--- src/rtl/message_fetch_pkg.sv ---
// Shared types for the message fetch path: FSM state encoding and the
// {last, byte} beat carried through the output skid buffer.
package message_fetch_pkg;

    localparam int BYTE_W = 8;

    typedef enum logic [1:0] {
        IDLE,
        LOC_RD,
        LOC_WAIT,
        STREAM
    } fetch_state_e;

    typedef struct packed {
        logic              last;
        logic [BYTE_W-1:0] data;
    } fetch_beat_t;

endpackage

--- src/rtl/message_fetch_skid.sv ---
// Two-entry output FIFO with fall-through: a returning byte goes straight out
// when the FIFO is empty and downstream is ready, otherwise it is stored.
module message_fetch_skid
    import message_fetch_pkg::*;
(
    input  logic        clk,
    input  logic        rst,
    input  logic        in_valid_i,
    input  fetch_beat_t in_beat_i,
    output logic        in_ready_o,
    output logic        out_valid_o,
    output fetch_beat_t out_beat_o,
    input  logic        out_ready_i,
    output logic [1:0]  count_o
);

    fetch_beat_t mem_q [2];
    fetch_beat_t mem_d [2];
    logic [1:0]  count_q, count_d;
    logic        wr_q, wr_d;
    logic        rd_q, rd_d;
    logic        empty, push, pop;

    always_comb begin
        empty   = (count_q == 2'd0);
        push    = in_valid_i && !(empty && out_ready_i);
        pop     = !empty && out_ready_i;
        mem_d   = mem_q;
        if (push) mem_d[wr_q] = in_beat_i;
        wr_d    = wr_q ^ push;
        rd_d    = rd_q ^ pop;
        count_d = count_q + {1'b0, push} - {1'b0, pop};

        in_ready_o  = (count_q != 2'd2);
        out_valid_o = !empty || in_valid_i;
        // Outputs are forced to zero when nothing is valid.
        if (!empty)          out_beat_o = mem_q[rd_q];
        else if (in_valid_i) out_beat_o = in_beat_i;
        else                 out_beat_o = '0;
        count_o = count_q;
    end

    always_ff @(posedge clk or negedge rst) begin
        if (!rst) begin
            for (int i = 0; i < 2; i++) mem_q[i] <= '0;
            count_q <= 2'd0;
            wr_q    <= 1'b0;
            rd_q    <= 1'b0;
        end else begin
            mem_q   <= mem_d;
            count_q <= count_d;
            wr_q    <= wr_d;
            rd_q    <= rd_d;
        end
    end

endmodule

--- src/rtl/message_fetch.sv ---
// Looks up a message's [start, end] byte range in the location RAMs, then
// streams those bytes from the circular byte buffer with valid/ready/last.
module message_fetch
    import message_fetch_pkg::*;
#(
    parameter int DATA_WIDTH  = 5,
    parameter int NUM_MESSAGE = 10,
    parameter int BYTE_WIDTH  = BYTE_W
) (
    input  logic                   clk,
    input  logic                   rst,
    input  logic                   req_valid_i,
    input  logic [NUM_MESSAGE-1:0] req_idx_i,
    output logic                   req_ready_o,
    output logic                   loc_re_o,
    output logic                   loc_read_start_o,
    output logic                   loc_read_end_o,
    output logic [NUM_MESSAGE-1:0] loc_addr_o,
    input  logic [DATA_WIDTH-1:0]  loc_start_i,
    input  logic [DATA_WIDTH-1:0]  loc_end_i,
    output logic                   buf_re_o,
    output logic [DATA_WIDTH-1:0]  buf_addr_o,
    input  logic [BYTE_WIDTH-1:0]  buf_data_i,
    output logic                   out_valid_o,
    output logic [BYTE_WIDTH-1:0]  out_data_o,
    output logic                   out_last_o,
    input  logic                   out_ready_i,
    output logic                   busy_o
);

    fetch_state_e           state_q, state_d;
    logic                   loc_re_q, loc_re_d;
    logic [NUM_MESSAGE-1:0] loc_addr_q, loc_addr_d;
    logic [DATA_WIDTH-1:0]  rd_ptr_q, rd_ptr_d;
    logic [DATA_WIDTH-1:0]  end_ptr_q, end_ptr_d;
    logic                   issue_done_q, issue_done_d;
    logic                   inflight_q, inflight_d;
    logic                   inflight_last_q, inflight_last_d;

    logic                   buf_re;
    logic                   skid_in_ready;
    logic [1:0]             skid_cnt;
    fetch_beat_t            ret_beat;
    fetch_beat_t            out_beat;
    logic                   out_valid;

    message_fetch_skid u_skid (
        .clk         (clk),
        .rst         (rst),
        .in_valid_i  (inflight_q),
        .in_beat_i   (ret_beat),
        .in_ready_o  (skid_in_ready),
        .out_valid_o (out_valid),
        .out_beat_o  (out_beat),
        .out_ready_i (out_ready_i),
        .count_o     (skid_cnt)
    );

    always_comb begin
        state_d         = state_q;
        loc_re_d        = 1'b0;
        loc_addr_d      = '0;
        rd_ptr_d        = rd_ptr_q;
        end_ptr_d       = end_ptr_q;
        issue_done_d    = issue_done_q;
        buf_re          = 1'b0;
        ret_beat.last   = inflight_last_q;
        ret_beat.data   = buf_data_i;

        case (state_q)
            IDLE: begin
                if (req_valid_i) begin
                    state_d    = LOC_RD;
                    loc_re_d   = 1'b1;
                    loc_addr_d = req_idx_i;
                end
            end
            LOC_RD: state_d = LOC_WAIT;
            LOC_WAIT: begin
                rd_ptr_d     = loc_start_i;
                end_ptr_d    = loc_end_i;
                issue_done_d = 1'b0;
                state_d      = STREAM;
            end
            STREAM: begin
                // Stored plus in-flight bytes never exceed the two skid slots.
                buf_re = !issue_done_q && skid_in_ready &&
                         ((skid_cnt + {1'b0, inflight_q}) < 2'd2);
                if (buf_re) begin
                    if (rd_ptr_q == end_ptr_q) issue_done_d = 1'b1;
                    else                       rd_ptr_d     = rd_ptr_q + 1'b1;
                end
                if (out_valid && out_ready_i && out_beat.last) state_d = IDLE;
            end
            default: state_d = IDLE;
        endcase

        inflight_d      = buf_re;
        inflight_last_d = buf_re && (rd_ptr_q == end_ptr_q);
    end

    always_ff @(posedge clk or negedge rst) begin
        if (!rst) begin
            state_q         <= IDLE;
            loc_re_q        <= 1'b0;
            loc_addr_q      <= '0;
            rd_ptr_q        <= '0;
            end_ptr_q       <= '0;
            issue_done_q    <= 1'b0;
            inflight_q      <= 1'b0;
            inflight_last_q <= 1'b0;
        end else begin
            state_q         <= state_d;
            loc_re_q        <= loc_re_d;
            loc_addr_q      <= loc_addr_d;
            rd_ptr_q        <= rd_ptr_d;
            end_ptr_q       <= end_ptr_d;
            issue_done_q    <= issue_done_d;
            inflight_q      <= inflight_d;
            inflight_last_q <= inflight_last_d;
        end
    end

    assign req_ready_o      = (state_q == IDLE);
    assign busy_o           = (state_q != IDLE);
    assign loc_re_o         = loc_re_q;
    assign loc_read_start_o = loc_re_q;
    assign loc_read_end_o   = loc_re_q;
    assign loc_addr_o       = loc_addr_q;
    assign buf_re_o         = buf_re;
    assign buf_addr_o       = buf_re ? rd_ptr_q : '0;
    assign out_valid_o      = out_valid;
    assign out_data_o       = out_beat.data;
    assign out_last_o       = out_beat.last;

endmodule

--- config.mk ---
export PLATFORM = sky130hd
export DESIGN_NAME = message_fetch
export DESIGN_NICKNAME = d
export VERILOG_FILES = /design/src/rtl/message_fetch_pkg.sv /design/src/rtl/message_fetch_skid.sv /design/src/rtl/message_fetch.sv
export SDC_FILE = /design/constraint.sdc
export NUM_CORES = 1
export LEC_CHECK = 0
export BUFFER_PORTS_ARGS = -buffer_cell sky130_fd_sc_hd__buf_4
export CAP_MARGIN = 20
export CORE_MARGIN = 1.5
export CORE_UTILIZATION = 49
export DETAILED_ROUTE_END_ITERATION = 10
export GPL_TIMING_DRIVEN = 1
export PLACE_DENSITY = 0.75
export SYNTH_ARGS = -nofsm -noshare
export SYNTH_HDL_FRONTEND = slang
export SYNTH_SLANG_ARGS = --single-unit
--- constraint.sdc ---
create_clock -name clk -period 2.25 [get_ports clk]
set_input_delay 0 -clock clk [delete_from_list [all_inputs] [get_ports clk]]
set_output_delay 0 -clock clk [all_outputs]
set_load 0.01 [all_outputs]
After elaboration in Yosys (flattened, before gate mapping) --
Index checks and enable logic that the tools add are counted.
Word-level totals: bits in registers 48, bits in latches 0, bits in writable memories 0, memory bits (read-only) 0, output and inout port bits 31, logic and storage cells 80, memories 0
Operators by class: add/subtract/negate cells 4, multiply operators 0, div/mod/pow operators 0, order comparisons 4, equality and inequality tests 10, shifts and indexed selects 0, mux-type cells 23, bitwise logic cells 4, reductions and logical operators 20
Operators by type and width (count):
- $mux W9 | 6
- $mux W10 | 2
- $bwmux W18 | 1
- $mux W5 | 3
- $ne A2 B2 Y1 const B | 6
- $pmux W5 S2 | 1
- $demux W9 S1 | 1
- $logic_and A1 B1 Y1 | 9
- $pmux W2 S4 | 1
- $reduce_and A3 Y1 | 2
- $add A5 B1 Y5 const B | 1
- $eq A5 B5 Y1 | 1
- $mux W1 | 5
- $add A2 B1 Y2 | 2
- $eq A2 B2 Y1 const B | 2
- $ge A2 B2 Y1 const B | 2
- $logic_not A2 Y1 | 2
- $mux W2 | 2
- $not A1 Y2 | 2
- $reduce_bool A2 Y1 | 2
- $logic_not A1 Y1 | 3
- $eq A2 B1 Y1 const B | 1
- $lt A2 B1 Y1 const B | 1
- $lt A2 B2 Y1 const B | 1
- other kinds (5) | 6

Depth between registers and ports, before layout --
word-level depth 8, depth in mapped cells 7, gate-level depth less buffers 7

Cells and area by module --
A second synthesis with hierarchy kept.
Unflattened totals: cells, all modules 199, area, all modules 2401.1 µm²
Modules (own cells, without submodules):
- message_fetch | times used 1, cells an instance 110, area an instance 1266.2 µm²
- message_fetch_skid | times used 1, cells an instance 89, area an instance 1134.8 µm²

Worst setup path before layout --
OpenSTA, ideal clock, no wires.
kind reg2reg, from reg u_skid.count_q[1], in the netlist u_skid.count_o[1], to reg u_skid.mem_q[0] (netlist name), arrival 1.825 ns, slack 0.300 ns, cell stages (with the launch flop) 7, path buffers 2, cell sequence dfrtp_1 > nor2_2 > clkbuf_1 > a21boi_0 > ha_1 > clkbuf_1 > mux2_2
On the way: longest elaborated chain between the ends 4
RTL lines:
- from (decl) | line message_fetch_skid.sv:19 | logic [1:0] count_q, count_d;
- from (signal assigned) | line message_fetch_skid.sv:51 | count_q <= count_d;
- $logic_not A2 Y1 | line message_fetch_skid.sv:25 | empty = (count_q == 2'd0);
- $logic_and A1 B1 Y1 | line message_fetch_skid.sv:26 | push = in_valid_i && !(empty && out_ready_i);
- $logic_not A1 Y1 | line message_fetch_skid.sv:26
- $logic_and A1 B1 Y1 | line message_fetch_skid.sv:26
- to (signal assigned) | line message_fetch_skid.sv:50 | mem_q <= mem_d;
- to (decl) | line message_fetch_skid.sv:17 | fetch_beat_t mem_q [2];
No other way between the ends. A chain may end at the register's enable or synchronous reset.

Final worst setup path --
from reg u_skid.count_q[1], in the netlist u_skid.count_o[1], to reg u_skid.mem_q[12] (netlist name)
The elaborated chain is that of the path after synthesis.

==> impl_metrics.ini <==
[run_status]
outcome = finished clean

[layout]
antenna_cells = 0
mostFrequentLayoutCells = buf_4 (67), dfrtp_1 (48), dlygate4sd3_1 (25)
fin_nets = 323
fin_area_mm2 = 0.00325
flow.area_growth_from_synthesis_pct = 37.7
layout_commonest_cell = buf_4
drive_gt1_frac = 0.382

[power]
power_density_mw_per_mm2 = 1310
p_leak_nw = 1.62
ir_drop_v = 0.000638

[floorplan]
fp.dieH_um = 72.4
die_area_mm2 = 0.00524
rows = 25
initial_core_util = 0.502
chipWidth_um = 72.4
coreArea_mm2 = 0.00469
pin_count = 63

[critical_path]
r2r-start = u_skid.count_o[1]$_DFF_PN0_
rr_worst_depth = 4
critical_path_peak_fanout = 10
critPathKind = reg -> reg
worstSetupStartpoint = u_skid.count_o[1]$_DFF_PN0_
cp.arrival_ps = 2200
r2r_setup_slack_ps = 240
cp-start-kind = flip-flop
r2r_end = u_skid.mem_q[12]$_DFFE_PN0P_
timing.critical_path.required_ps = 2440
crit_path_end_kind = flip-flop
crit_end = u_skid.mem_q[12]$_DFFE_PN0P_

[synthesis]
synth-seq-cells = 48
yosysUniqueCellTypes = 38
syn-num-nets = 235
syn_avg_cell_area_um2 = 12.2
yosys_warnings = 0
synth_area_mm2 = 0.00236
syn_inst = 194
seq_area_frac_synth = 0.510

[placement]
dpl.hpwl_mm = 3.19
place.gp.congestion = 0.777
io_buffers = 62
placed_cell_area_mm2 = 0.00287

[clock_tree]
cts.htree.levels = 2
path_clk_slew_ps = 90
clkLatencyLatePin_ps = 300
cts.sinks = 48
tritoncts = built
numCtsBuffers = 5
cts_setup_buffers = 0
cts_max_path_buffers = 2
cts-root-buf = clkbuf_8

[global_route]
track_usage = 0.192
grt_antenna_before_repair = 0
grt_pass1_vias = 1673
grt_pass1_wl_mm = 7.67
grt_overflow = 0
grt_max_degree = 49

[worst_hold_path]
min_from = req_valid_i
hold_depth = 2
hold_class = in -> reg

[sta]
max_freq_mhz = 498
skew_ps = 6.14
rsz0062_at_grt = no
drv_slew = 0
tightest_slew_ps = 588
period_needed_ps = 2010
finalSetupViolCount = 0
fin_setup_tns_ps = 0
maxSlewHeadroom = 0.608
min_period_over_period = 0.893
hold_viol_final = 0

[routing]
drcViolationCount = 0
vias = 1728
avgRoutedWirePerCell_um = 14.0
dr.pass1.iters = 4
antenna_left = 0
vias_per_cell = 5.13
routed_wl_mm = 4.70
drt_iter0_markers = 63

[flow_run]
max-cap-violations = 0
==> synth_stat cells <==
library cell	instances	area (um^2)
xnor2_1	2	17.5
mux2i_1	12	120
nor2_1	4	15.0
and3_1	12	75.1
dfrtp_1	48	1200
o21a_1	1	7.51
o2bb2a_4	1	20.0
and2_1	5	31.3
a211oi_1	3	22.5
a21boi_4	1	18.8
nand3_1	10	50.1
a21oi_1	3	15.0
ha_1	9	113
a211oi_2	1	12.5
o21a_4	1	15.0
o22ai_1	2	12.5
and2b_1	1	7.51
clkbuf_1	7	26.3
nor3_1	1	5.00
buf_2	1	5.00
inv_1	11	41.3
mux2_2	23	259
nor2_2	1	6.26
buf_4	2	15.0
a21boi_0	1	7.51
buf_6	1	11.3
o21ai_0	9	45.0
nor3_4	1	16.3
a22oi_1	1	7.51
a21o_1	1	7.51
mux2_4	1	15.0
nand2_1	5	18.8
nand2b_4	1	13.8
or3_1	1	6.26
nor2b_1	1	6.26
a2bb2oi_2	2	30.0
xor2_1	6	52.6
o211ai_1	1	7.51
==> metrics by stage <==
stage	instances	worst slack, ps	hold WS [ps]	utilization	power (mW)
2_1_floorplan	194	300	-296	-	2.88
6_report	337	240	8.81	0.692	4.25
4_1_cts	337	214	1.95	0.692	4.29
3_5_place_dp	304	236	56.7	0.612	3.58
3_3_place_gp	304	400	52.5	0.612	3.51
5_1_grt	337	75.4	10.6	0.692	4.55
==> power breakdown <==
| part | leakage, nW | switching [mW] | internal, mW |
|---|---|---|---|
| clock | 0.0645 | 0.278 | 0.392 |
| combinational | 0.957 | 1.00 | 1.12 |
| sequential | 0.597 | 0.249 | 1.21 |
| total | 1.62 | 1.53 | 2.72 |
==> cell families after synthesis <==
family,share of synthesized area
buffers and inverters,0.0419
muxes,0.167
and+or+nand+nor,0.107
AOI/OAI and AO/OA,0.0971
xor gates and xnor gates,0.0297
adders and majority gates,0.0478
DFF,0.510
==> registers in the layout, summed over array words and instances (netlist names) <==
name             flops
loc_addr_o          10
inflight_q           1
end_ptr_q            5
u_skid.mem_q        18
rd_ptr_q             5
u_skid.count_o       2
loc_re_o             1
u_skid.rd_q          1
state_q              2
issue_done_q         1
inflight_last_q      1
u_skid.wr_q          1
==> cell type report <==
class | instances | area, um^2
Fill cell | 340 | 1450
Multi-Input combinational cell | 124 | 1060
Tap cell | 54 | 67.6
Timing Repair Buffer | 92 | 753
Clock buffer | 7 | 96.3
Inverter | 11 | 41.3
Clock inverter | 1 | 30.0
Sequential cell | 48 | 1200
==> critical path: stages, from the launching register on <==
cell and delay, ps:
dfrtp_1 450, nor2_2 120, a21boi_0 400, ha_1 530, mux2_2 390
==> routing by layer <==
| metal | vias up | GRT usage | wire, um |
|---|---|---|---|
| met4 | 0 | 0.0776 | 82 |
| met5 | - | 0 | 0 |
| met3 | 9 | 0.0431 | 147 |
| met2 | 40 | 0.348 | 2460 |
| li1 | 850 | - | - |
| met1 | 829 | 0.220 | 2010 |
==> worst min path at each step <==
stage | endpoint
after detailed placement | inflight_q$_DFF_PN0_
final | loc_re_o$_DFF_PN0_
after CTS | loc_re_o$_DFF_PN0_
after floorplan | end_ptr_q[0]$_DFFE_PN0P_
after global routing | loc_re_o$_DFF_PN0_
after global placement | inflight_q$_DFF_PN0_
==> timing repair <==
| action | in CTS | in global routing |
|---|---|---|
| gates resized for setup | 0 | 0 |
| hold buffers | 25 | 0 |
| endpoints found under the hold margin | 80 | 0 |
Power figures use the tool's default switching activity.
